### src/rtl/pc_fetch_ctrl.sv
// Fetch sequencer: owns the PC, runs the imem req/ack handshake, and resolves
// branch/jump redirects (jump > branch > sequential), buffering one across stalls.
module pc_fetch_ctrl #(
  parameter int          WIDTH     = 32,
  parameter logic [31:0] RESET_VEC = 32'h0000_0000
) (
  input  logic             clk,
  input  logic             rst_n,
  input  logic             stall,
  input  logic             branch_taken,
  input  logic [WIDTH-1:0] branch_target,
  input  logic             jump,
  input  logic [WIDTH-1:0] jump_target,
  output logic             imem_req,
  output logic [WIDTH-1:0] imem_addr,
  input  logic             imem_ack,
  output logic             instr_valid,
  output logic [WIDTH-1:0] pc,
  output logic [WIDTH-1:0] pc_plus4,
  output logic [1:0]       pc_sel,
  output logic             redirect_pending,
  output logic             misalign_err
);

  typedef enum logic [1:0] {BOOT, REQ, RETIRE} state_t;

  localparam logic [1:0]       SEL_SEQ = 2'b00;
  localparam logic [1:0]       SEL_BR  = 2'b01;
  localparam logic [1:0]       SEL_JMP = 2'b10;
  localparam logic [WIDTH-1:0] RST_PC  = WIDTH'(RESET_VEC);

  state_t           state_q;
  logic             req_q;
  logic             vld_q;
  logic [WIDTH-1:0] pc_q;
  logic             pend_q;
  logic [1:0]       buf_sel_q;
  logic [WIDTH-1:0] buf_tgt_q;
  logic             mis_q;

  logic [1:0]       live_sel;
  logic [WIDTH-1:0] live_tgt;
  logic [1:0]       eff_sel;
  logic [WIDTH-1:0] eff_tgt;
  logic [1:0]       sel_d;
  logic [WIDTH-1:0] pc_plus4_d;
  logic [WIDTH-1:0] pc_d;
  logic             capture;

  // A buffered redirect takes precedence over whatever the live inputs say.
  always_comb begin
    live_sel   = jump ? SEL_JMP : (branch_taken ? SEL_BR : SEL_SEQ);
    live_tgt   = jump ? jump_target : branch_target;
    eff_sel    = pend_q ? buf_sel_q : live_sel;
    eff_tgt    = pend_q ? buf_tgt_q : live_tgt;
    sel_d      = (state_q == RETIRE) ? eff_sel : SEL_SEQ;
    pc_plus4_d = pc_q + WIDTH'(4);
    pc_d       = (sel_d == SEL_SEQ) ? pc_plus4_d : {eff_tgt[WIDTH-1:2], 2'b00};
    capture    = (state_q == RETIRE) && stall && !pend_q && (jump || branch_taken);
  end

  always_ff @(posedge clk or negedge rst_n) begin
    if (!rst_n) begin
      state_q   <= BOOT;
      req_q     <= 1'b0;
      vld_q     <= 1'b0;
      pc_q      <= RST_PC;
      pend_q    <= 1'b0;
      buf_sel_q <= SEL_SEQ;
      mis_q     <= 1'b0;
    end else begin
      case (state_q)
        BOOT: begin
          state_q <= REQ;
          req_q   <= 1'b1;
        end
        REQ: begin
          if (imem_ack) begin
            state_q <= RETIRE;
            req_q   <= 1'b0;
            vld_q   <= 1'b1;
          end
        end
        RETIRE: begin
          if (stall) begin
            if (capture) begin
              pend_q    <= 1'b1;
              buf_sel_q <= live_sel;
            end
          end else begin
            pc_q      <= pc_d;
            pend_q    <= 1'b0;
            buf_sel_q <= SEL_SEQ;
            if ((sel_d != SEL_SEQ) && (eff_tgt[1:0] != 2'b00))
              mis_q <= 1'b1;
            state_q <= REQ;
            req_q   <= 1'b1;
            vld_q   <= 1'b0;
          end
        end
        default: begin
          state_q <= BOOT;
          req_q   <= 1'b0;
          vld_q   <= 1'b0;
        end
      endcase
    end
  end

  // Target is only meaningful while pend_q is set, so it needs no reset.
  always_ff @(posedge clk) begin
    if (capture)
      buf_tgt_q <= live_tgt;
  end

  assign imem_req         = req_q;
  assign imem_addr        = pc_q;
  assign instr_valid      = vld_q;
  assign pc               = pc_q;
  assign pc_plus4         = pc_plus4_d;
  assign pc_sel           = sel_d;
  assign redirect_pending = pend_q;
  assign misalign_err     = mis_q;

endmodule
### config.mk
export PLATFORM = sky130hd
export DESIGN_NAME = pc_fetch_ctrl
export DESIGN_NICKNAME = d
export VERILOG_FILES = /design/src/rtl/pc_fetch_ctrl.sv
export SDC_FILE = /design/constraint.sdc
export NUM_CORES = 1
export LEC_CHECK = 0
export ABC_AREA = 1
export BUFFER_PORTS_ARGS = -buffer_cell sky130_fd_sc_hd__buf_2
export CELL_PAD_IN_SITES_DETAIL_PLACEMENT = 0
export CELL_PAD_IN_SITES_GLOBAL_PLACEMENT = 1
export CORE_AREA = 2 2 117 119
export CTS_CLUSTER_SIZE = 25
export DETAILED_ROUTE_END_ITERATION = 16
export DIE_AREA = 0 0 119 121
export PLACE_DENSITY_LB_ADDON = 0.1
export SLEW_MARGIN = 10
export SYNTH_ARGS = -nofsm -noshare
export SYNTH_HDL_FRONTEND = slang
export SYNTH_SLANG_ARGS = --single-unit
### constraint.sdc
create_clock -name clk -period 3 [get_ports clk]
set_clock_uncertainty 0.15 [all_clocks]
set_input_delay 0.6 -clock clk [delete_from_list [all_inputs] [get_ports clk]]
set_output_delay 0.6 -clock clk [all_outputs]
set_load 0.1 [all_outputs]
==> impl_metrics.prom, run 1 <==
# TYPE chip_impl_metric gauge
chip_impl_metric{name="setup_viol",unit=""} 0
chip_impl_metric{name="adder_and_majority_cell_fraction_of_the_synthesized_area",unit="%"} 0.2572
chip_impl_metric{name="max_slew_violation_count",unit=""} 0
chip_impl_metric{name="synthesis.area",unit="µm²"} 4865
chip_impl_metric{name="core_region_area",unit="µm²"} 13090
chip_impl_info{name="hold_path_class",value="input pin to async pin"} 1
chip_impl_metric{name="dr.pass1.iters",unit=""} 5
chip_impl_metric{name="wirelength",unit="µm"} 14230
chip_impl_metric{name="post_synthesis_simple_gate_area_fraction",unit="%"} 39.12
chip_impl_metric{name="fin_crit",unit="ns"} 2.895
chip_impl_metric{name="port_buffers",unit=""} 165
chip_impl_info{name="final_common_cell",value="sky130_fd_sc_hd__nand2_1"} 1
chip_impl_metric{name="seq_area_frac_synth",unit="%"} 38.79
chip_impl_metric{name="slew_of_the_pin_with_the_lowest_slew_margin",unit="ns"} 0.7494
chip_impl_metric{name="synthCells",unit=""} 687
chip_impl_info{name="netlist_top_cells_area",value="sky130_fd_sc_hd__nand2_1, sky130_fd_sc_hd__edfxtp_1, sky130_fd_sc_hd__dfrtp_1"} 1
chip_impl_metric{name="required",unit="ns"} 2.25
chip_impl_info{name="timing.critical_path.from_type",value="flop"} 1
chip_impl_metric{name="final_hold_viol_count",unit=""} 0
chip_impl_metric{name="dpl.hpwl",unit="µm"} 10880
chip_impl_metric{name="n_fill_cell",unit=""} 1407
chip_impl_metric{name="timing.setup.tns",unit="ns"} 0
chip_impl_info{name="cts_root_cell",value="sky130_fd_sc_hd__clkbuf_16"} 1
chip_impl_metric{name="synth_async_sr_flop_share",unit="%"} 53.62
chip_impl_metric{name="grtUsageTotal",unit="%"} 20.36
chip_impl_metric{name="antenna_found_initial",unit=""} 0
chip_impl_metric{name="layout.core_utilization",unit="%"} 45.90
chip_impl_metric{name="yosysWarningCount",unit=""} 0
chip_impl_metric{name="ys_ff_latch",unit=""} 69
chip_impl_metric{name="area_delta_synth_final",unit="%"} 23.46
chip_impl_info{name="rsz0062_at_grt",value="no"} 1
chip_impl_metric{name="grt_pass1_vias",unit=""} 4243
chip_impl_info{name="most-common-layout-cells",value="sky130_fd_sc_hd__nand2_1, sky130_fd_sc_hd__buf_2, sky130_fd_sc_hd__nor2_1"} 1
chip_impl_metric{name="clock_tree.buffer_depth",unit=""} 2
chip_impl_metric{name="num_rows",unit=""} 42
chip_impl_metric{name="timing.max_cap.violations",unit=""} 0
chip_impl_metric{name="nets",unit=""} 885
chip_impl_info{name="worstSetupStartpoint",value="imem_addr[2]"} 1
chip_impl_metric{name="clk_pin_slew_worst_paths",unit="ns"} 0.06
chip_impl_metric{name="globalRoute.totalOverflow",unit=""} 0
chip_impl_metric{name="post-place-ws",unit="ns"} 0.3286
chip_impl_metric{name="fp.dieW",unit="µm"} 119
chip_impl_metric{name="cts_max_level",unit=""} 3
chip_impl_metric{name="die_h",unit="µm"} 121
chip_impl_metric{name="drc_errors",unit=""} 0
chip_impl_metric{name="post_cts.repair.setup_buffers",unit=""} 0
chip_impl_metric{name="via_count",unit=""} 4636
chip_impl_info{name="netlist.top_cell.by_area",value="sky130_fd_sc_hd__nand2_1"} 1
chip_impl_metric{name="worst_ep_arrival_time",unit="ns"} 2.15
chip_impl_metric{name="finalWeightedCongestion",unit=""} 0.8787
chip_impl_metric{name="cts_sinks",unit=""} 69
chip_impl_info{name="beginning_of_the_worst_register_to_register_path",value="redirect_pending"} 1
chip_impl_metric{name="synth_edf_count",unit=""} 32
chip_impl_metric{name="insertion_delay",unit="ns"} 0.34
chip_impl_metric{name="post_synthesis_compound_gate_area_fraction",unit="%"} 5.453
chip_impl_info{name="crit_path_end_kind",value="primary output"} 1
chip_impl_metric{name="synth_cell_types",unit=""} 37
chip_impl_metric{name="min_period_over_period",unit="%"} 96.50
chip_impl_metric{name="grt_pass1_wl",unit="µm"} 22650
chip_impl_metric{name="antennaDiodeCount",unit=""} 0
chip_impl_metric{name="drt-vias-per-instance",unit=""} 4.659
chip_impl_metric{name="timing.slew.headroom",unit="%"} 50.04
chip_impl_info{name="synth_flop_cell",value="sky130_fd_sc_hd__dfrtp_1"} 1
chip_impl_metric{name="drt-wirelength-per-cell",unit="µm"} 14.30
chip_impl_metric{name="largest_net_degree_at_the_start_of_global_routing",unit=""} 37
chip_impl_metric{name="postSynthAreaPerCell",unit="µm²"} 7.081
chip_impl_metric{name="ioPinCount",unit=""} 172
chip_impl_metric{name="synth_top_area_share",unit="%"} 21.06
chip_impl_metric{name="cts_buf_count",unit=""} 9
chip_impl_metric{name="critical_path.max_fanout",unit=""} 7
chip_impl_info{name="critPathKind",value="flop to primary output"} 1
chip_impl_metric{name="detailedRoute.firstIterationViolations",unit=""} 348
chip_impl_info{name="run_status",value="finished clean"} 1
chip_impl_metric{name="die_area",unit="µm²"} 14400
chip_impl_metric{name="fraction_of_synthesized_cell_area_in_xor_and_xnor_cells",unit="%"} 1.595
chip_impl_metric{name="final_layout_size_suffix_gt1_share",unit="%"} 30.65
chip_impl_metric{name="muxShareOfSynthArea",unit="%"} 1.235
chip_impl_info{name="tritoncts_clock_tree",value="done"} 1
chip_impl_metric{name="postLayoutSetupSlackWorst",unit="ns"} 0.1050
chip_impl_metric{name="route.antenna.remaining_nets",unit=""} 0
chip_impl_info{name="dominant_combinational_cell_family_by_area_after_synthesis",value="simple AND/OR/NAND/NOR gates"} 1
chip_impl_metric{name="achievable-frequency",unit="GHz"} 0.3454
chip_impl_metric{name="whs",unit="ns"} 0.1106
chip_impl_metric{name="floorplan.initialDensity",unit="%"} 37.18
path summary, 6_finish.rpt:
path,to,cells after the start,slack [ns]
max reg2reg,imem_addr[12],7,0.69
min in group clk,instr_valid,2,0.32
max,pc_plus4[22],9,0.10
min reg2reg,instr_valid,2,0.32
min,imem_addr[7],1,0.11
max in group asynchronous,imem_addr[20],2,1.92
metal layers:
| layer | GRT usage, % | vias to the layer above | wire [µm] |
|---|---|---|---|
| met1 | 29.57 | 2108 | 7039 |
| met5 | 0 | - | 0 |
| met4 | 6.920 | 0 | 220 |
| met2 | 31.07 | 142 | 6218 |
| met3 | 2.867 | 13 | 747 |
| li1 | - | 2373 | - |
area by class of cell:
type,instances,area [µm²],share of cell area [%]
Inverter,61,237.7,3.958
Sequential cell,69,1907,31.75
Timing Repair Buffer,170,933.4,15.54
Multi-Input combinational cell,503,2444,40.69
Clock buffer,14,254.0,4.229
Tap cell,176,220.2,3.667
Clock inverter,2,10.01,0.1667
Yosys cell counts (3+ instances only):
cell / instances
sky130_fd_sc_hd__and2_1: 5
sky130_fd_sc_hd__nor2_1: 74
sky130_fd_sc_hd__o21ai_0: 27
sky130_fd_sc_hd__inv_2: 3
sky130_fd_sc_hd__inv_1: 56
sky130_fd_sc_hd__mux2i_1: 6
sky130_fd_sc_hd__edfxtp_1: 32
sky130_fd_sc_hd__nor2_2: 7
sky130_fd_sc_hd__nand2_4: 4
sky130_fd_sc_hd__nand2_1: 273
sky130_fd_sc_hd__buf_2: 13
sky130_fd_sc_hd__buf_6: 5
sky130_fd_sc_hd__nand3_1: 50
sky130_fd_sc_hd__a31oi_1: 13
sky130_fd_sc_hd__dfrtp_1: 37
sky130_fd_sc_hd__nor2_4: 6
sky130_fd_sc_hd__nand3b_1: 3
sky130_fd_sc_hd__xnor2_1: 5
sky130_fd_sc_hd__buf_4: 39
sky130_fd_sc_hd__o22ai_1: 3
sequential cells by signal, summed over array words and instances, names as in the netlist:
name              count
buf_sel_q             2
buf_tgt_q            32
imem_addr            30
imem_req              1
instr_valid           1
misalign_err          1
redirect_pending      1
state_q               1
cell families (layout without fill, tap and decap cells):
family | after synthesis | in the layout
compound gates | 48 | 48
buf+inv | 120 | 247
flops | 69 | 69
simple gates | 434 | 434
fa+ha+maj | 1 | 1
other cells | 1 | 6
xor+xnor | 8 | 8
mux | 6 | 6
through the flow:
stage,instances,cell area [µm²]
floorplan,692,5010
global placement,979,5714
detailed placement,979,5714
CTS,995,5986
global route,995,6006
finish,995,6006
critical path, stage by stage, from the launching register on:
cell                      delay (ns)
sky130_fd_sc_hd__dfrtp_4        0.46
sky130_fd_sc_hd__ha_1           0.23
sky130_fd_sc_hd__nand2_2        0.11
sky130_fd_sc_hd__nor2_8         0.19
sky130_fd_sc_hd__nand2_4        0.09
sky130_fd_sc_hd__nor2_4         0.17
sky130_fd_sc_hd__nand2_1        0.07
sky130_fd_sc_hd__nand2_1        0.07
sky130_fd_sc_hd__and2_2         0.13
sky130_fd_sc_hd__buf_4          0.28
timing repair:
action                     4_1_cts  5_1_grt
resized for setup                3        8
hold buffers                     0        0
setup endpoints to repair        3        8
Power of run 1 is left out: the tool's default activity adds up to more than one toggle a clock period on the data nets, which glitch-free logic cannot reach.
==> run 2: changes to the inputs <==
--- a/config.mk
+++ b/config.mk
@@ -5,14 +5,14 @@
 export SDC_FILE = /design/constraint.sdc
 export NUM_CORES = 1
 export LEC_CHECK = 0
-export ABC_AREA = 1
 export BUFFER_PORTS_ARGS = -buffer_cell sky130_fd_sc_hd__buf_2
 export CELL_PAD_IN_SITES_DETAIL_PLACEMENT = 0
 export CELL_PAD_IN_SITES_GLOBAL_PLACEMENT = 1
-export CORE_AREA = 2 2 117 119
+export CORE_AREA = 2 2 121 123
 export CTS_CLUSTER_SIZE = 25
 export DETAILED_ROUTE_END_ITERATION = 16
-export DIE_AREA = 0 0 119 121
+export DIE_AREA = 0 0 123 125
+export MAX_ROUTING_LAYER = met4
 export PLACE_DENSITY_LB_ADDON = 0.1
 export SLEW_MARGIN = 10
 export SYNTH_ARGS = -nofsm -noshare
==> constraint.sdc (replaced) <==
create_clock -name clk -period 2.6 [get_ports clk]
set_clock_uncertainty 0.15 [all_clocks]
set_input_delay 0.52 -clock clk [delete_from_list [all_inputs] [get_ports clk]]
set_output_delay 0.52 -clock clk [all_outputs]
set_load 0.1 [all_outputs]
==> run 2 against run 1 <==
  * The flow now finishes with violations (negative setup slack)
  * Register-to-register slack worse by 0.44 ns
  * Clock-buffer cell count down 4
  * Critical path depth down 3
  * Global-route usage down 0.89 points
  * Cell count down 16%
  * Final area up 25%
  * Wire length up 1.9%
  * First-iteration DRC count down 28%
  * Die area up 6.8%
  * Sequential share of layout area down 5.6 points
  * Worst setup slack worse by 0.52 ns
  * Area after synthesis down 6.6%
  * Highest routed layer unchanged
==> impl_metrics.prom, run 2 <==
# TYPE chip_impl_metric gauge
chip_impl_metric{name="yosysWarningCount",unit=""} 0
chip_impl_info{name="crit-reg2reg-capture",value="imem_addr[18]"} 1
chip_impl_metric{name="critical_path.max_fanout",unit=""} 2
chip_impl_metric{name="grtUsageTotal",unit="%"} 19.46
chip_impl_info{name="cp-endpoint",value="pc_plus4[28]"} 1
chip_impl_metric{name="final_hold_viol_count",unit=""} 0
chip_impl_metric{name="ioPinCount",unit=""} 172
chip_impl_metric{name="fp.dieW",unit="µm"} 123
chip_impl_metric{name="floorplan.initialDensity",unit="%"} 31.98
chip_impl_info{name="run_status",value="finished with violations"} 1
chip_impl_metric{name="area_delta_synth_final",unit="%"} 65.90
chip_impl_metric{name="clock_tree.buffer_depth",unit=""} 2
chip_impl_metric{name="synth_edf_count",unit=""} 32
chip_impl_metric{name="synthesis.area",unit="µm²"} 4542
chip_impl_metric{name="cts_max_level",unit=""} 3
chip_impl_metric{name="drt-wirelength-per-cell",unit="µm"} 17.36
chip_impl_metric{name="cts_sinks",unit=""} 69
chip_impl_metric{name="min_period_over_period",unit="%"} 116.0
chip_impl_info{name="rsz0062_at_grt",value="yes"} 1
chip_impl_info{name="tritoncts_clock_tree",value="done"} 1
chip_impl_info{name="hold_path_class",value="input pin to async pin"} 1
chip_impl_metric{name="reg2regPathDepth",unit=""} 8
chip_impl_info{name="synth.cells.most_frequent",value="sky130_fd_sc_hd__mux2_2, sky130_fd_sc_hd__dfrtp_1, sky130_fd_sc_hd__buf_4"} 1
chip_impl_info{name="netlist.top_cell.by_area",value="sky130_fd_sc_hd__edfxtp_1"} 1
chip_impl_metric{name="die_h",unit="µm"} 125
chip_impl_metric{name="drc_errors",unit=""} 0
chip_impl_metric{name="core_region_area",unit="µm²"} 14200
chip_impl_metric{name="route.antenna.remaining_nets",unit=""} 0
chip_impl_metric{name="antennaDiodeCount",unit=""} 0
chip_impl_info{name="cts_root_cell",value="sky130_fd_sc_hd__clkbuf_16"} 1
chip_impl_info{name="most-common-layout-cells",value="sky130_fd_sc_hd__buf_2, sky130_fd_sc_hd__mux2_2, sky130_fd_sc_hd__buf_4"} 1
chip_impl_info{name="top_register",value="buf_tgt_q"} 1
chip_impl_info{name="synth_flop_cell",value="sky130_fd_sc_hd__dfrtp_1"} 1
chip_impl_info{name="synth_most_common_cell",value="sky130_fd_sc_hd__mux2_2"} 1
chip_impl_metric{name="antenna_found_initial",unit=""} 0
chip_impl_metric{name="port_buffers",unit=""} 165
chip_impl_metric{name="grt_pass1_vias",unit=""} 4006
chip_impl_info{name="crit_path_end_kind",value="primary output"} 1
chip_impl_metric{name="finalWeightedCongestion",unit=""} 0.7971
chip_impl_metric{name="seq_area_frac_synth",unit="%"} 41.54
chip_impl_info{name="failing_checks",value="negative setup slack"} 1
chip_impl_metric{name="n_fill_cell",unit=""} 1269
chip_impl_metric{name="globalRoute.totalOverflow",unit=""} 0
chip_impl_metric{name="ys_ff_latch",unit=""} 69
chip_impl_metric{name="timing.setup.tns",unit="ns"} -3.534
chip_impl_metric{name="postLayoutSetupSlackWorst",unit="ns"} -0.4151
chip_impl_metric{name="postSynthAreaPerCell",unit="µm²"} 9.938
chip_impl_metric{name="drt-vias-per-instance",unit=""} 4.965
chip_impl_metric{name="wirelength",unit="µm"} 14490
chip_impl_metric{name="r2r_setup_slack",unit="ns"} 0.25
chip_impl_metric{name="gr-usage-met1",unit="%"} 26.98
chip_impl_info{name="netlist_top_cells_area",value="sky130_fd_sc_hd__edfxtp_1, sky130_fd_sc_hd__dfrtp_1, sky130_fd_sc_hd__mux2_2"} 1
chip_impl_metric{name="max_slew_violation_count",unit=""} 0
chip_impl_metric{name="synthCells",unit=""} 457
chip_impl_metric{name="synth_top_area_share",unit="%"} 21.16
chip_impl_metric{name="die_area",unit="µm²"} 15380
chip_impl_info{name="worstSetupStartpoint",value="imem_addr[2]"} 1
chip_impl_metric{name="insertion_delay",unit="ns"} 0.34
chip_impl_metric{name="largest_net_degree_at_the_start_of_global_routing",unit=""} 40
chip_impl_metric{name="timing.max_cap.violations",unit=""} 0
chip_impl_metric{name="detailedRoute.firstIterationViolations",unit=""} 250
chip_impl_metric{name="required",unit="ns"} 1.93
chip_impl_metric{name="synth_async_sr_flop_share",unit="%"} 53.62
chip_impl_metric{name="whs",unit="ns"} 0.1674
chip_impl_metric{name="clk_pin_slew_worst_paths",unit="ns"} 0.06
chip_impl_info{name="grt-busiest-layer",value="met2"} 1
chip_impl_info{name="critPathKind",value="flop to primary output"} 1
chip_impl_metric{name="grtUsageMet3",unit="%"} 3.148
chip_impl_metric{name="largest_register_ffs",unit=""} 32
chip_impl_metric{name="synth_cell_types",unit=""} 49
chip_impl_metric{name="setup_viol",unit=""} 19
chip_impl_metric{name="cts_buf_count",unit=""} 9
chip_impl_info{name="final_common_cell",value="sky130_fd_sc_hd__buf_2"} 1
chip_impl_metric{name="worst_ep_arrival_time",unit="ns"} 2.35
chip_impl_metric{name="via_count",unit=""} 4146
chip_impl_metric{name="number_of_buffers_inserted_for_hold_repair_after_clock_tree_synthesis",unit=""} 0
chip_impl_metric{name="grt_pass1_wl",unit="µm"} 22190
chip_impl_metric{name="final_layout_size_suffix_gt1_share",unit="%"} 64.21
chip_impl_metric{name="fin_crit",unit="ns"} 3.015
chip_impl_metric{name="dpl.hpwl",unit="µm"} 10370
chip_impl_metric{name="slew_of_the_pin_with_the_lowest_slew_margin",unit="ns"} 0.9174
chip_impl_info{name="beginning_of_the_worst_register_to_register_path",value="imem_addr[2]"} 1
chip_impl_info{name="timing.critical_path.from_type",value="flop"} 1
chip_impl_metric{name="timing.slew.headroom",unit="%"} 38.84
chip_impl_metric{name="achievable-frequency",unit="GHz"} 0.3317
chip_impl_metric{name="use_met2",unit="%"} 29.61
chip_impl_metric{name="dr.pass1.iters",unit=""} 4
chip_impl_metric{name="nets",unit=""} 717
chip_impl_metric{name="num_rows",unit=""} 44
-- run 2: cell count changes after synthesis, sizes merged, moves of 35 or more --
cell / delta
mux2: +57
inv: -58
nand2: -248
nand3: -40
a21oi: +35
nor2: -66
-- run 2: critical path, stage by stage, from the launching register on --
cell and delay, ns:
sky130_fd_sc_hd__dfrtp_4 0.42, sky130_fd_sc_hd__ha_4 0.14, sky130_fd_sc_hd__nand3_4 0.08, sky130_fd_sc_hd__or4_4 0.50
sky130_fd_sc_hd__or4_4 0.48, sky130_fd_sc_hd__xnor2_4 0.20, sky130_fd_sc_hd__buf_12 0.19
-- run 2: timing repair --
| item | in CTS | in global routing |
|---|---|---|
| resized for setup | 31 | 32 |
| setup endpoints to repair | 22 | 24 |
| setup buffers | 20 | 15 |
| pin swaps | 17 | 23 |
-- run 2: area by class of cell --
class	count	area (µm²)	share of cell area, %
Clock buffer	10	229.0	3.039
Clock inverter	6	111.4	1.478
Inverter	3	11.26	0.1495
Multi-Input combinational cell	322	3029	40.20
Sequential cell	69	1971	26.15
Tap cell	184	230.2	3.055
Timing Repair Buffer	241	1953	25.92
-- run 2: per-stage QoR --
| step | cell area [µm²] | utilization (%) | cells | worst slack, ns |
|---|---|---|---|---|
| floorplan | 5324 | - | 462 | -0.6576 |
| global placement | 6691 | 47.11 | 787 | -0.06825 |
| detailed placement | 6691 | 47.11 | 787 | -0.07806 |
| CTS | 7293 | 51.35 | 822 | -0.4413 |
| global route | 7535 | 53.05 | 835 | -0.4855 |
| finish | 7535 | 53.05 | 835 | -0.4151 |
-- run 2: cells by family (layout without fill, tap and decap cells) --
kind of cell	after synthesis	in the layout	synth area share (%)
compound gates	108	108	14.71
xor+xnor	28	28	5.399
fa+ha+maj	1	1	0.2754
buf+inv	71	260	9.008
flops	69	69	41.54
mux	66	66	16.12
other cells	1	6	0.08257
simple gates	113	113	12.87
-- run 2: how the worst min path moves through the flow --
stage	cells after the start	start	endpoint
after floorplan	0	rst_n	buf_sel_q[0]
after global placement	1	misalign_err	misalign_err
after detailed placement	1	misalign_err	misalign_err
after CTS	1	rst_n	misalign_err
after global routing	1	rst_n	imem_req
final	1	rst_n	instr_valid
-- run 2: layer usage --
| layer | vias up | share of wire (%) |
|---|---|---|
| met2 | 133 | 48 |
| met5 | - | 0 |
| met3 | 7 | 4.5 |
| li1 | 2023 | - |
| met1 | 1983 | 47 |
| met4 | 0 | 0.79 |
Power of run 2 is left out for the same reason.
